## src/rtl/mem_arbiter_pkg.sv

```systemverilog
// ---------------------------------------------------------------------------
// mem_arbiter_pkg
// Shared definitions for the MIPS core memory path: instruction opcodes,
// ALU operation codes, the memory arbiter FSM encodings and its parameter
// defaults, plus a small byte-lane helper.
// ---------------------------------------------------------------------------
package mem_arbiter_pkg;

    // MIPS primary opcodes used by the decoder
    localparam logic [5:0] OP_RTYPE = 6'h00;
    localparam logic [5:0] OP_BEQ   = 6'h04;
    localparam logic [5:0] OP_LB    = 6'h20;
    localparam logic [5:0] OP_LW    = 6'h23;
    localparam logic [5:0] OP_SB    = 6'h28;
    localparam logic [5:0] OP_SW    = 6'h2B;

    // ALU operation select
    localparam logic [3:0] ALU_ADD = 4'd0;
    localparam logic [3:0] ALU_SUB = 4'd1;
    localparam logic [3:0] ALU_AND = 4'd2;
    localparam logic [3:0] ALU_OR  = 4'd3;
    localparam logic [3:0] ALU_SLT = 4'd4;

    // Memory arbiter defaults
    localparam int MEM_LAT_DEF    = 1;
    localparam int STARVE_MAX_DEF = 3;

    // Memory arbiter FSM encodings
    localparam logic [1:0] ST_IDLE    = 2'd0;
    localparam logic [1:0] ST_BUSY_IF = 2'd1;
    localparam logic [1:0] ST_BUSY_DM = 2'd2;

    // One-hot byte lane for a byte offset within a word (offset 0 -> bit 0)
    function automatic logic [3:0] byte_onehot(input logic [1:0] offs);
        return 4'b0001 << offs;
    endfunction

endpackage

```

## src/rtl/mem_lane_fmt.sv

```systemverilog
// ---------------------------------------------------------------------------
// mem_lane_fmt
// Formats store data for the memory: byte stores are replicated on all four
// lanes with a single byte enable, word stores pass through with all lanes.
// Ports:
//   dm_byte   in   1   sub-word (byte) store
//   dm_addr   in   2   byte offset within the word
//   dm_wdata  in  32   store data from the data port
//   mem_be    out  4   byte enables
//   mem_wdata out 32   formatted write data
// ---------------------------------------------------------------------------
module mem_lane_fmt
    import mem_arbiter_pkg::*;
(
    input  logic        dm_byte,
    input  logic [1:0]  dm_addr,
    input  logic [31:0] dm_wdata,
    output logic [3:0]  mem_be,
    output logic [31:0] mem_wdata
);

    always_comb begin
        if (dm_byte) begin
            mem_be    = byte_onehot(dm_addr);
            mem_wdata = {4{dm_wdata[7:0]}};
        end else begin
            mem_be    = 4'b1111;
            mem_wdata = dm_wdata;
        end
    end

endmodule

```

## src/rtl/mem_arbiter.sv

```systemverilog
// ---------------------------------------------------------------------------
// mem_arbiter
// Arbitrates a fetch port and a data port onto a single fixed-latency memory.
// One transaction may be outstanding. The data port wins ties unless the
// fetch port has been passed over STARVE_MAX times in a row.
// Ports:
//   clk, rst              clock, asynchronous active-low reset
//   if_req/if_addr        fetch request and word address
//   if_gnt/if_valid       fetch accepted / fetch data pulse
//   if_rdata              fetch data (meaningful with if_valid)
//   dm_req/dm_we/dm_byte  data request, store, byte-store qualifiers
//   dm_addr/dm_wdata      data address and store data
//   dm_gnt/dm_valid       data accepted / completion pulse
//   dm_rdata              raw aligned load word (meaningful with dm_valid)
//   mem_en/mem_we         memory strobe and write enable
//   mem_addr/mem_be       word address and byte enables
//   mem_wdata/mem_rdata   memory write and read data
// ---------------------------------------------------------------------------
module mem_arbiter
    import mem_arbiter_pkg::*;
#(
    parameter int MEM_LAT    = MEM_LAT_DEF,
    parameter int STARVE_MAX = STARVE_MAX_DEF
) (
    input  logic        clk,
    input  logic        rst,
    input  logic        if_req,
    input  logic [31:0] if_addr,
    output logic        if_gnt,
    output logic        if_valid,
    output logic [31:0] if_rdata,
    input  logic        dm_req,
    input  logic        dm_we,
    input  logic        dm_byte,
    input  logic [31:0] dm_addr,
    input  logic [31:0] dm_wdata,
    output logic        dm_gnt,
    output logic        dm_valid,
    output logic [31:0] dm_rdata,
    output logic        mem_en,
    output logic        mem_we,
    output logic [31:0] mem_addr,
    output logic [3:0]  mem_be,
    output logic [31:0] mem_wdata,
    input  logic [31:0] mem_rdata
);

    localparam logic [2:0] LAT_LAST = 3'(MEM_LAT - 1);
    localparam logic [3:0] STARVE_LIM = 4'(STARVE_MAX);

    logic [1:0]  r_state;
    logic [3:0]  r_starve_cnt;
    logic [2:0]  r_lat_cnt;
    logic [31:0] r_if_rdata;
    logic [31:0] r_dm_rdata;

    logic        w_idle;
    logic        w_if_prio;
    logic        w_dm_win;
    logic        w_if_win;
    logic        w_last;
    logic [3:0]  w_fmt_be;
    logic [31:0] w_fmt_wdata;
    logic [31:0] w_sel_addr;

    mem_lane_fmt u_lane_fmt (
        .dm_byte   (dm_byte),
        .dm_addr   (dm_addr[1:0]),
        .dm_wdata  (dm_wdata),
        .mem_be    (w_fmt_be),
        .mem_wdata (w_fmt_wdata)
    );

    // Grants are combinational from IDLE; rst gates them so nothing is
    // granted while the block is held in reset.
    assign w_idle    = rst && (r_state == ST_IDLE);
    assign w_if_prio = if_req && (r_starve_cnt == STARVE_LIM);
    assign w_dm_win  = w_idle && dm_req && !w_if_prio;
    assign w_if_win  = w_idle && if_req && !w_dm_win;
    assign w_last    = (r_lat_cnt == LAT_LAST);

    assign if_gnt = w_if_win;
    assign dm_gnt = w_dm_win;

    // The memory returns data during the final BUSY cycle, so the pulse
    // forwards mem_rdata directly; the register holds it afterwards.
    assign if_valid = (r_state == ST_BUSY_IF) && w_last;
    assign dm_valid = (r_state == ST_BUSY_DM) && w_last;
    assign if_rdata = if_valid ? mem_rdata : r_if_rdata;
    assign dm_rdata = dm_valid ? mem_rdata : r_dm_rdata;

    always_comb begin
        w_sel_addr = 32'd0;
        if (w_dm_win)
            w_sel_addr = dm_addr;
        else if (w_if_win)
            w_sel_addr = if_addr;
    end

    assign mem_en    = w_if_win || w_dm_win;
    assign mem_we    = w_dm_win && dm_we;
    assign mem_addr  = w_sel_addr & 32'hFFFF_FFFC;
    assign mem_be    = w_dm_win ? (dm_we ? w_fmt_be : 4'b1111)
                     : (w_if_win ? 4'b1111 : 4'b0000);
    assign mem_wdata = (w_dm_win && dm_we) ? w_fmt_wdata : 32'd0;

    always_ff @(posedge clk or negedge rst) begin
        if (!rst) begin
            r_state      <= ST_IDLE;
            r_starve_cnt <= 4'd0;
            r_lat_cnt    <= 3'd0;
            r_if_rdata   <= 32'd0;
            r_dm_rdata   <= 32'd0;
        end else begin
            case (r_state)
                ST_IDLE: begin
                    r_lat_cnt <= 3'd0;
                    if (w_dm_win)
                        r_state <= ST_BUSY_DM;
                    else if (w_if_win)
                        r_state <= ST_BUSY_IF;
                end
                ST_BUSY_IF, ST_BUSY_DM: begin
                    if (w_last) begin
                        r_state   <= ST_IDLE;
                        r_lat_cnt <= 3'd0;
                    end else begin
                        r_lat_cnt <= r_lat_cnt + 3'd1;
                    end
                end
                default: r_state <= ST_IDLE;
            endcase

            if (if_valid)
                r_if_rdata <= mem_rdata;
            if (dm_valid)
                r_dm_rdata <= mem_rdata;

            // Starvation counts data grants taken while fetch was waiting
            if (w_if_win)
                r_starve_cnt <= 4'd0;
            else if (w_dm_win && if_req && (r_starve_cnt != STARVE_LIM))
                r_starve_cnt <= r_starve_cnt + 4'd1;
        end
    end

endmodule

```

## config.mk

```make
export PLATFORM = sky130hd
export DESIGN_NAME = mem_arbiter
export DESIGN_NICKNAME = d
export VERILOG_FILES = /design/src/rtl/mem_arbiter_pkg.sv /design/src/rtl/mem_lane_fmt.sv /design/src/rtl/mem_arbiter.sv
export SDC_FILE = /design/constraint.sdc
export NUM_CORES = 1
export LEC_CHECK = 0
export CAP_MARGIN = 20
export CORE_MARGIN = 5
export CORE_UTILIZATION = 39
export DETAILED_ROUTE_END_ITERATION = 10
export PLACE_DENSITY = 0.87
export SYNTH_ARGS = -nofsm -noshare
export SYNTH_HDL_FRONTEND = slang
export SYNTH_SLANG_ARGS = --single-unit
```

## constraint.sdc

```tcl
create_clock -name clk -period 3.4 [get_ports clk]
set_clock_uncertainty 0.15 [all_clocks]
set_input_delay 1.02 -clock clk [delete_from_list [all_inputs] [get_ports clk]]
set_output_delay 1.02 -clock clk [all_outputs]
set_load 0.02 [all_outputs]
```

==> out/qor.txt <==
===============================================================================================
Number of global-route vias before repair                                                 4,347
# IOs                                                                                       272
Post-synth top area cell                                                                dfrtp_1
Max Clk Rate                                                                            301 MHz
Total wirelength of the detailed-routed design                                        14,800 um
Final instance area                                                                    7030 um2
Die footprint                                                                        12,300 um2
Number of hold-slack violations in the final timing report                                    0
Pin count of the biggest net entering global routing                                         70
Critical path required time                                                             2.23 ns
Routed wire per std cell                                                                18.1 um
Status                                                                                completed
Final Setup Violations                                                                        0
Skew-Pair Late Insertion Delay                                                          0.34 ns
Root cell of the clock tree                                                            clkbuf_8
Net count of the finished layout                                                            822
Standard-cell rows                                                                           36
WS Path Type                                                                       flop to output port
Cell area after synthesis                                                              3980 um2
Hold crit path type                                                                flop to flop
Tmin final                                                                              3.32 ns
List of cells traversed by the critical path                                       inv_1 -> ha_2 -> nor2b_4 -> nand2_4 -> buf_12 -> mux2_2 -> dlygate4sd2_1
Portion of total power attributed to sequential cells                                     0.270
Number of vias per cell after detailed routing                                             5.00
First-pass detailed-route iteration total                                                     4
Average footprint of a synthesized cell                                                10.2 um2
Switching Fraction                                                                        0.407
Vias                                                                                      4,092
Share of the synthesized area in the top cell type                                        0.459
FF/Latch Area                                                                          1830 um2
Clock sink count                                                                             73
Main synth FF type                                                                      dfrtp_1
Instance area after placement                                                          6910 um2
Global-route wire length before repair                                                22,600 um
Post-synthesis register bit count                                                            73
Relative max-transition margin                                                            0.429
Synthesis-to-layout area growth                                                           76.6%
Ratio of cells with drive above 1 in the final layout                                     0.305
Worst-path maximum fanout                                                                    17
Share of synthesized flip-flops with an asynchronous set or reset                          1.00
Post-route antenna net violation count                                                        0
CP max stage delay                                                                      0.41 ns
Fill cells                                                                                  727
Overflow after GRT                                                                            0
DRC violation count after routing                                                             0
H-tree depth                                                                                  3
Max-slew violation total from the final report                                                0
Final core utilization                                                                    0.712
Most common cell after layout, fill and taps aside                                 clkdlybuf4s50_1
CTS Buffer Depth                                                                              2
Count of distinct cell types in the synthesized netlist                                      38
Lkg Pwr                                                                                 3.21 nW
Worst Path Arrival                                                                      2.15 ns
PD cells                                                                             733 nW/um2
Worst Tran Pin Value                                                                   0.857 ns
Count of port buffers added during placement                                                267
Yosys warning count                                                                           0
Tcrit/Tclk final                                                                          0.976
Comb power frac                                                                           0.586
Cells after Synth                                                                           391
Maximum vdd ir drop                                                                      368 uV
HPWL after detailed placement                                                         11,100 um
Placer congestion estimate                                                                0.808
Die height                                                                               111 um
Internal Dissipation                                                                    3.05 mW
Clock buffer count from CTS                                                                   9
P_sw                                                                                    2.10 mW
Overall global routing resource usage                                                     0.224
Area of combinational cells with multiple inputs                                       1960 um2
Top library cells by usage in the layout, fill and taps aside                      clkdlybuf4s50_1, dfrtp_1, mux2_2
Post-synth EDFFs                                                                              0
Antenna violations before repair                                                              0
Core area                                                                              9860 um2
Critical-path top delay cell                                                            dfrtp_1
Dominant cells by area after synthesis                                             dfrtp_1, mux2_2, nand2_1
Antenna Cells                                                                                 0
Gate family responsible for the most delay along the worst path                    buffers and inverters
Clock input transition at the sequential cells of the worst setup and hold paths        0.08 ns
Final Power                                                                             5.15 mW
Critical Path Start Type                                                                   flop
Number of buffers and inverters on the critical path                                          3
Relative contribution of the clock network to total power                                 0.144
Setup crit end kind                                                                 output port
Initial detailed-routing violation count                                                    188
Starting density of the core                                                              0.403
Share of the yosys chip area belonging to registers                                       0.459
Max-cap violation count                                                                       0
Clock tree from TritonCTS                                                                   yes
X dimension of the die                                                                   111 um
===============================================================================================
## final timing paths
kind / slack (ns) / start / depth (start not counted) / end
worst max register to register: 1.50 / r_state[0] / 7 / r_starve_cnt[3]
worst min register to register: 0.34 / r_dm_rdata[9] / 1 / r_dm_rdata[9]
worst max-delay path: 0.08 / r_lat_cnt[1] / 7 / if_rdata[23]
min in group asynchronous: 0.49 / rst / 2 / r_starve_cnt[2]
worst min-delay path: 0.34 / r_dm_rdata[9] / 1 / r_dm_rdata[9]
max in group asynchronous: 1.72 / rst / 2 / r_dm_rdata[7]
## cells by family (layout without fill, tap and decap cells)
family,count (synthesis),after routing,share of synthesized area
and+or+nand+nor,136,136,0.180
DFF,73,73,0.459
AOI/OAI and AO/OA,72,72,0.0956
muxes,65,65,0.184
buffers and inverters,37,331,0.0591
adders and majority gates,7,7,0.0220
other,1,2,0.000942
## stage by stage
stage / worst slack, ns / hold slack [ns] / instances / TNS, ns
after floorplan: 0.221 / 0.325 / 392 / 0
after global placement: -0.718 / 0.326 / 792 / -44.21
after detailed placement: -0.739 / 0.330 / 792 / -47.47
after CTS: -0.0105 / 0.348 / 816 / -0.0139
after global routing: -0.0198 / 0.359 / 819 / -0.250
final: 0.0812 / 0.344 / 819 / 0
## flip-flops by register name, indices dropped and copies added (netlist names)
signal,cells
r_lat_cnt,3
r_starve_cnt,4
r_state,2
r_dm_rdata,32
r_if_rdata,32
## synth_stat cells (all sizes together), types with 2 or more instances
cell	number
nor3	2
a21oi	30
nor2b	2
mux2	64
inv	9
dfrtp	73
nand2	51
buf	22
ha	7
clkbuf	6
and2	8
nand2b	27
nand3	36
or2	2
o21ai	36
and3	2
nor2	2
## layout make-up
cell class,instances,area share
timing repair buffer,306,0.401
inverter,9,0.00516
sequential,73,0.260
clock inverter,6,0.0128
clock buffer,10,0.0182
tap,133,0.0237
multi-input combinational,282,0.280
## routing by layer
layer | global-route usage | part of all wire
met5 | 0 | 0
met1 | 0.239 | 0.38
met4 | 0.0542 | 0.014
met3 | 0.0737 | 0.070
met2 | 0.423 | 0.54
## power by group through the flow
stage / Clock (mW) / Combinational, mW / Sequential, mW
floorplan: 0 / 1.75 / 1.35
global placement: 0 / 3.23 / 1.37
detailed placement: 0 / 3.30 / 1.40
CTS: 0.756 / 2.96 / 1.39
global route: 0.803 / 3.20 / 1.42
finish: 0.741 / 3.02 / 1.39
## timing repair
action | 4_1_cts | 5_1_grt
cloned | 3 | 3
pin swaps | 5 | 0
setup endpoints to repair | 135 | 106
hold buffers | 0 | 0
setup buffers | 5 | 0
gates resized for setup | 390 | 21
Power figures use the tool's default switching activity.
